**config.mk**
```make
export PLATFORM = sky130hd
export DESIGN_NAME = spi_input_controller
export DESIGN_NICKNAME = d
export VERILOG_FILES = /design/src/rtl/spi_input_controller.sv
export SDC_FILE = /design/constraint.sdc
export NUM_CORES = 1
export LEC_CHECK = 0
export ABC_AREA = 1
export CORE_UTILIZATION = 44
export DETAILED_ROUTE_END_ITERATION = 8
export PLACE_DENSITY = 0.66
export SYNTH_ARGS = -nofsm -noshare
export SYNTH_HDL_FRONTEND = slang
export SYNTH_SLANG_ARGS = --single-unit
```
**constraint.sdc**
```tcl
create_clock -name clk -period 6.1 [get_ports clk]
set_clock_uncertainty 0.15 [all_clocks]
set_input_delay 1.22 -clock clk [delete_from_list [all_inputs] [get_ports clk]]
set_output_delay 1.22 -clock clk [all_outputs]
set_load 0.05 [all_outputs]
```
**src/rtl/spi_input_controller.sv**
```systemverilog
// spi_input_controller: mode-0 SPI slave receiver for the digit-recognizer
// host link. Deserializes MOSI MSB-first, decodes command bytes and streams
// image pixels into the image buffer.
// Optional build macro: PIXEL_THRESH_EN binarizes pixel bytes (>=0x80 -> 0xFF,
// else 0x00). SPI_in always carries the raw byte.
module spi_input_controller #(
  parameter int          NUM_PIXELS = 784,
  parameter int          ADDR_W     = 10,
  parameter logic [7:0]  CMD_COST   = 8'h01,
  parameter logic [7:0]  CMD_IMAGE  = 8'h02
) (
  input  logic              clk,
  input  logic              rst,
  input  logic              SCK,
  input  logic              SS,
  input  logic              MOSI,
  output logic [7:0]        SPI_in,
  output logic              shift_SPI,
  output logic              sig_edge,
  output logic              cost_req,
  output logic [7:0]        pixel_data,
  output logic [ADDR_W-1:0] pixel_addr,
  output logic              pixel_wr,
  output logic              image_loaded
);

  localparam logic [ADDR_W-1:0] LAST_ADDR = ADDR_W'(NUM_PIXELS - 1);

  typedef enum logic [1:0] {IDLE, CMD, PIXELS, DONE} state_t;

  state_t              state;
  logic                sck_s1, sck_s2, sck_s3;
  logic                ss_s1, ss_s2, ss_s3;
  logic                mosi_s1, mosi_s2;
  logic [2:0]          bit_cnt;
  logic [7:0]          shreg;
  logic [ADDR_W-1:0]   addr_q;

  logic                sck_rise, sck_fall, ss_rise, ss_fall;
  logic                bit_en, byte_done;
  logic [7:0]          byte_nxt;
  logic [7:0]          pix_val;

  assign sck_rise  = sck_s2 & ~sck_s3;
  assign sck_fall  = ~sck_s2 & sck_s3;
  assign ss_rise   = ss_s2 & ~ss_s3;
  assign ss_fall   = ~ss_s2 & ss_s3;
  // Deassertion wins over a completing byte, so the byte is simply not seen.
  assign bit_en    = sck_rise & ~ss_s2 & ~ss_rise;
  assign byte_done = bit_en & (bit_cnt == 3'd7);
  assign byte_nxt  = {shreg[6:0], mosi_s2};

`ifdef PIXEL_THRESH_EN
  assign pix_val = byte_nxt[7] ? 8'hFF : 8'h00;
`else
  assign pix_val = byte_nxt;
`endif

  // Two-flop synchronizers; the third SCK/SS flop gives edge detection.
  always_ff @(posedge clk or posedge rst) begin
    if (rst) begin
      sck_s1 <= 1'b0; sck_s2 <= 1'b0; sck_s3 <= 1'b0;
      ss_s1  <= 1'b1; ss_s2  <= 1'b1; ss_s3  <= 1'b1;
      mosi_s1 <= 1'b0; mosi_s2 <= 1'b0;
    end else begin
      sck_s1 <= SCK;  sck_s2 <= sck_s1; sck_s3 <= sck_s2;
      ss_s1  <= SS;   ss_s2  <= ss_s1;  ss_s3  <= ss_s2;
      mosi_s1 <= MOSI; mosi_s2 <= mosi_s1;
    end
  end

  // Registered SCK falling-edge pulse, only while the slave is selected.
  always_ff @(posedge clk or posedge rst) begin
    if (rst) sig_edge <= 1'b0;
    else     sig_edge <= sck_fall & ~ss_s2;
  end

  // Shift in MOSI on each rising edge; publish the byte on the 8th bit.
  always_ff @(posedge clk or posedge rst) begin
    if (rst) begin
      bit_cnt   <= 3'd0;
      shreg     <= 8'h00;
      SPI_in    <= 8'h00;
      shift_SPI <= 1'b0;
    end else begin
      shift_SPI <= 1'b0;
      if (ss_rise) begin
        bit_cnt <= 3'd0;
        shreg   <= 8'h00;
      end else if (bit_en) begin
        bit_cnt <= bit_cnt + 3'd1;
        shreg   <= byte_nxt;
        if (bit_cnt == 3'd7) begin
          SPI_in    <= byte_nxt;
          shift_SPI <= 1'b1;
        end
      end
    end
  end

  // Command / pixel FSM; all strobes registered so they line up with shift_SPI.
  always_ff @(posedge clk or posedge rst) begin
    if (rst) begin
      state        <= IDLE;
      addr_q       <= '0;
      cost_req     <= 1'b0;
      pixel_wr     <= 1'b0;
      pixel_data   <= 8'h00;
      pixel_addr   <= '0;
      image_loaded <= 1'b0;
    end else begin
      cost_req     <= 1'b0;
      pixel_wr     <= 1'b0;
      image_loaded <= 1'b0;
      if (ss_rise) begin
        state <= IDLE;
      end else begin
        case (state)
          IDLE: if (ss_fall) state <= CMD;
          CMD: begin
            if (byte_done) begin
              if (byte_nxt == CMD_COST) begin
                cost_req <= 1'b1;
              end else if (byte_nxt == CMD_IMAGE) begin
                addr_q <= '0;
                state  <= PIXELS;
              end
            end
          end
          PIXELS: begin
            if (byte_done) begin
              pixel_wr   <= 1'b1;
              pixel_data <= pix_val;
              pixel_addr <= addr_q;
              if (addr_q == LAST_ADDR) state <= DONE;
              else                     addr_q <= addr_q + 1'b1;
            end
          end
          DONE: begin
            image_loaded <= 1'b1;
            state        <= CMD;
          end
          default: state <= IDLE;
        endcase
      end
    end
  end

endmodule

```
==> reports/summary.txt <==
==================================================================================================
Setup repair after global routing missed its margin .................................        false
Chip Width ..........................................................................      80.3 um
Drt initial violations ..............................................................          164
Number of antenna violations at the first check in global routing ...................            0
Area growth from synthesis to layout ................................................        21.3%
Initial standard-cell utilization of the core .......................................        45.5%
Synthesized area ....................................................................    2700 um^2
Class of the tightest hold or removal check ......................................... flop to flop
Iteration count of the initial detailed-routing pass ................................            6
Internal reg-to-reg setup slack .....................................................      3.69 ns
Arrival time worst endpoint .........................................................      1.49 ns
Number of maximum-capacitance constraint violations .................................            0
Max_slew headroom ...................................................................        48.6%
Final std cell area, no fill ........................................................    3270 um^2
Via-per-instance ratio ..............................................................         4.93
Ant diodes ..........................................................................            0
Cells after DPL .....................................................................          397
Core region area ....................................................................    5920 um^2
Cell Int Power ......................................................................   0.000670 W
Deepest clock path buffer count .....................................................            2
Minimum period implied by the final worst setup slack ...............................      2.86 ns
Mean Syn Cell Area ..................................................................    9.17 um^2
Cell leakage power ..................................................................      1.55 nW
Switching power summed over all nets ................................................   0.000291 W
Transition time at the pin with the least slew margin ...............................     0.771 ns
Worst path cell trace ............................................................... clkdlybuf4s50_1
Fraction of the yosys area taken by sequential cells ................................        56.8%
Pin count of the biggest net entering global routing ................................           62
Clock transition time at the flip-flop clock pins of the worst setup and hold paths .      0.07 ns
Number of cells in the finished layout apart from fillers ...........................          411
Net switching share of the total power ..............................................        30.3%
Synth Register Bits .................................................................           61
Number of input and output port buffers inserted ....................................           35
Nets ................................................................................          347
Worst-Skew Late Latency .............................................................      0.33 ns
Number of distinct library cells after synthesis ....................................           26
Top Family by Delay on Critical Path ................................................ buffers and inverters
Reg power frac ......................................................................        46.3%
# hold bufs at CTS ..................................................................            0
Final setup violation count .........................................................            0
Maximum vdd drop ....................................................................   0.000153 V
Max stage delay cell, worst path .................................................... clkdlybuf4s50_1
Achievable Freq .....................................................................      349 MHz
Final GP Congestion .................................................................        0.869
Cell chosen for the clock root ......................................................     clkbuf_8
Global-route wire length before repair ..............................................      9.05 mm
Setup crit start kind ...............................................................         flop
Share of final-layout standard cells stronger than drive strength 1 .................        11.3%
Remaining Overflow, GRT .............................................................            0
Most common cell after layout, fill and taps aside ..................................      nand2_1
Clock buffers created by TritonCTS ..................................................            9
Fin util ............................................................................        55.2%
Path type of the worst setup path ................................................... flop to output port
Final cycle utilization of the critical path ........................................        47.0%
Outcome ............................................................................. complete, no violations
Buffer count from post-CTS setup fixing .............................................            0
DRC violation count after routing ...................................................            0
Post-Synthesis Net Count ............................................................          308
Number of buffers and inverters on the critical path ................................            1
Die Height ..........................................................................      80.3 um
Filler Cells Inserted ...............................................................          534
Routed wire length per instance .....................................................      12.8 um
Commonest cells after routing, fill and taps aside .................................. nand2_1 (86), dfrtp_1 (58), clkdlybuf4s50_1 (35)
Total die area ......................................................................    6440 um^2
Count of cells resized by post-cts repair ...........................................            0
Final setup TNS .....................................................................         0 ns
Pwr/cell area .......................................................................  294 nW/um^2
Wire length reported by the detailed router .........................................      5.26 mm
Largest fanout on the critical path .................................................            2
Final antenna-violating net count ...................................................            0
Number of vias in the routed layout .................................................         2026
GRT Overall Usage ...................................................................        18.9%
Cells after synthesis ...............................................................          294
Number of placement rows ............................................................           28
Standard cell area after detailed placement .........................................    3090 um^2
Half-perimeter wire length after placement ..........................................      3.49 mm
Warnings, synthesis .................................................................            0
CTS tree ............................................................................        built
Final number of max-transition violations ...........................................            0
Kind of end point of the critical path ..............................................  output port
Number of sinks driven by the clock tree ............................................           61
Power share of the clock group ......................................................        35.7%
Top Ports ...........................................................................           36
Largest stage delay, worst path .....................................................      0.80 ns
Power share of the combinational group ..............................................        18.0%
Final hold vios .....................................................................            0
Required time reported for the critical path endpoint ...............................      4.73 ns
Number of H-tree levels .............................................................            3
Via count of the first global-routing pass ..........................................         1895
==================================================================================================
==> through the flow <==
step / hold WS [ns] / setup WS [ns] / total power (W)
2_1_floorplan: 0.181 / 3.22 / 0.000584
5_1_grt: 0.219 / 3.17 / 0.00101
6_report: 0.200 / 3.24 / 0.000961
3_3_place_gp: 0.186 / 3.59 / 0.000616
4_1_cts: 0.203 / 3.22 / 0.000969
3_5_place_dp: 0.186 / 3.59 / 0.000623
==> final timing paths <==
kind,startpoint,endpoint,cells after the start
max,SPI_in[0]$_DFFE_PP0P_,SPI_in[0],1
min,sck_s1$_DFF_PP0_,sck_s2$_DFF_PP0_,0
max reg2reg,ss_s3$_DFF_PP1_,addr_q[4]$_DFFE_PP0P_,9
min reg2reg,sck_s1$_DFF_PP0_,sck_s2$_DFF_PP0_,0
max in group asynchronous,rst,addr_q[1]$_DFFE_PP0P_,3
min in group asynchronous,rst,mosi_s1$_DFF_PP0_,3
==> Yosys cell counts <==
master,n,area share [%]
nand2_4,1,0.42
nand2_2,3,0.70
buf_2,5,0.93
nand4_4,1,0.79
xnor2_1,1,0.32
nand2_1,86,12
inv_2,11,1.5
ha_1,9,4.2
nand3_2,2,0.74
o21ai_0,9,1.7
a21boi_0,1,0.28
xor2_1,3,0.97
inv_1,22,3.1
o21ai_1,27,5.0
nor3_1,2,0.37
nand3_1,12,2.2
nor2_4,3,1.3
a21oi_1,3,0.56
nor2_1,19,2.6
dfrtp_1,58,54
nor4_1,1,0.23
buf_6,3,1.3
dfstp_2,3,2.9
o31ai_1,1,0.28
o22ai_1,7,1.6
nand4_1,1,0.23
==> logic make-up (layout without fill, tap and decap cells) <==
family / Yosys count / after routing / share of synthesized area, %
and+or+nand+nor: 131 / 131 / 21.6
DFF: 61 / 61 / 56.8
AOI/OAI and AO/OA: 48 / 48 / 9.42
buffers and inverters: 41 / 83 / 6.77
adders and majority gates: 9 / 9 / 4.18
xor gates and xnor gates: 4 / 4 / 1.30
==> area by class of cell <==
cell class	instances	area (um^2)	area share, %
clock buffers	12	145	4.44
clock inverters	2	35.0	1.07
inverters	33	124	3.79
multi-input cells	192	983	30.1
flip-flops and latches	61	1530	46.8
well taps	75	93.8	2.87
repair buffers	36	358	10.9
==> state kept, by name, indices dropped and copies added (netlist names), 2 cells and up <==
name / flops
addr_q: 10
pixel_addr: 10
SPI_in: 8
pixel_data: 8
shreg: 7
bit_cnt: 3
state: 2
==> routing by layer <==
| layer | global-route usage (%) | part of all wire (%) |
|---|---|---|
| met5 | 0 | 0 |
| met4 | 7.32 | 0.97 |
| met3 | 6.36 | 4.8 |
| met2 | 27.1 | 45 |
| met1 | 26.1 | 50 |
==> power by group through the flow <==
stage / Clock [W] / Combinational, W / Sequential, W
2_1_floorplan: 0 / 0.000138 / 0.000446
6_report: 0.000343 / 0.000173 / 0.000445
3_3_place_gp: 0 / 0.000166 / 0.000450
3_5_place_dp: 0 / 0.000171 / 0.000452
4_1_cts: 0.000351 / 0.000174 / 0.000444
5_1_grt: 0.000369 / 0.000197 / 0.000447
Power figures use the tool's default switching activity.
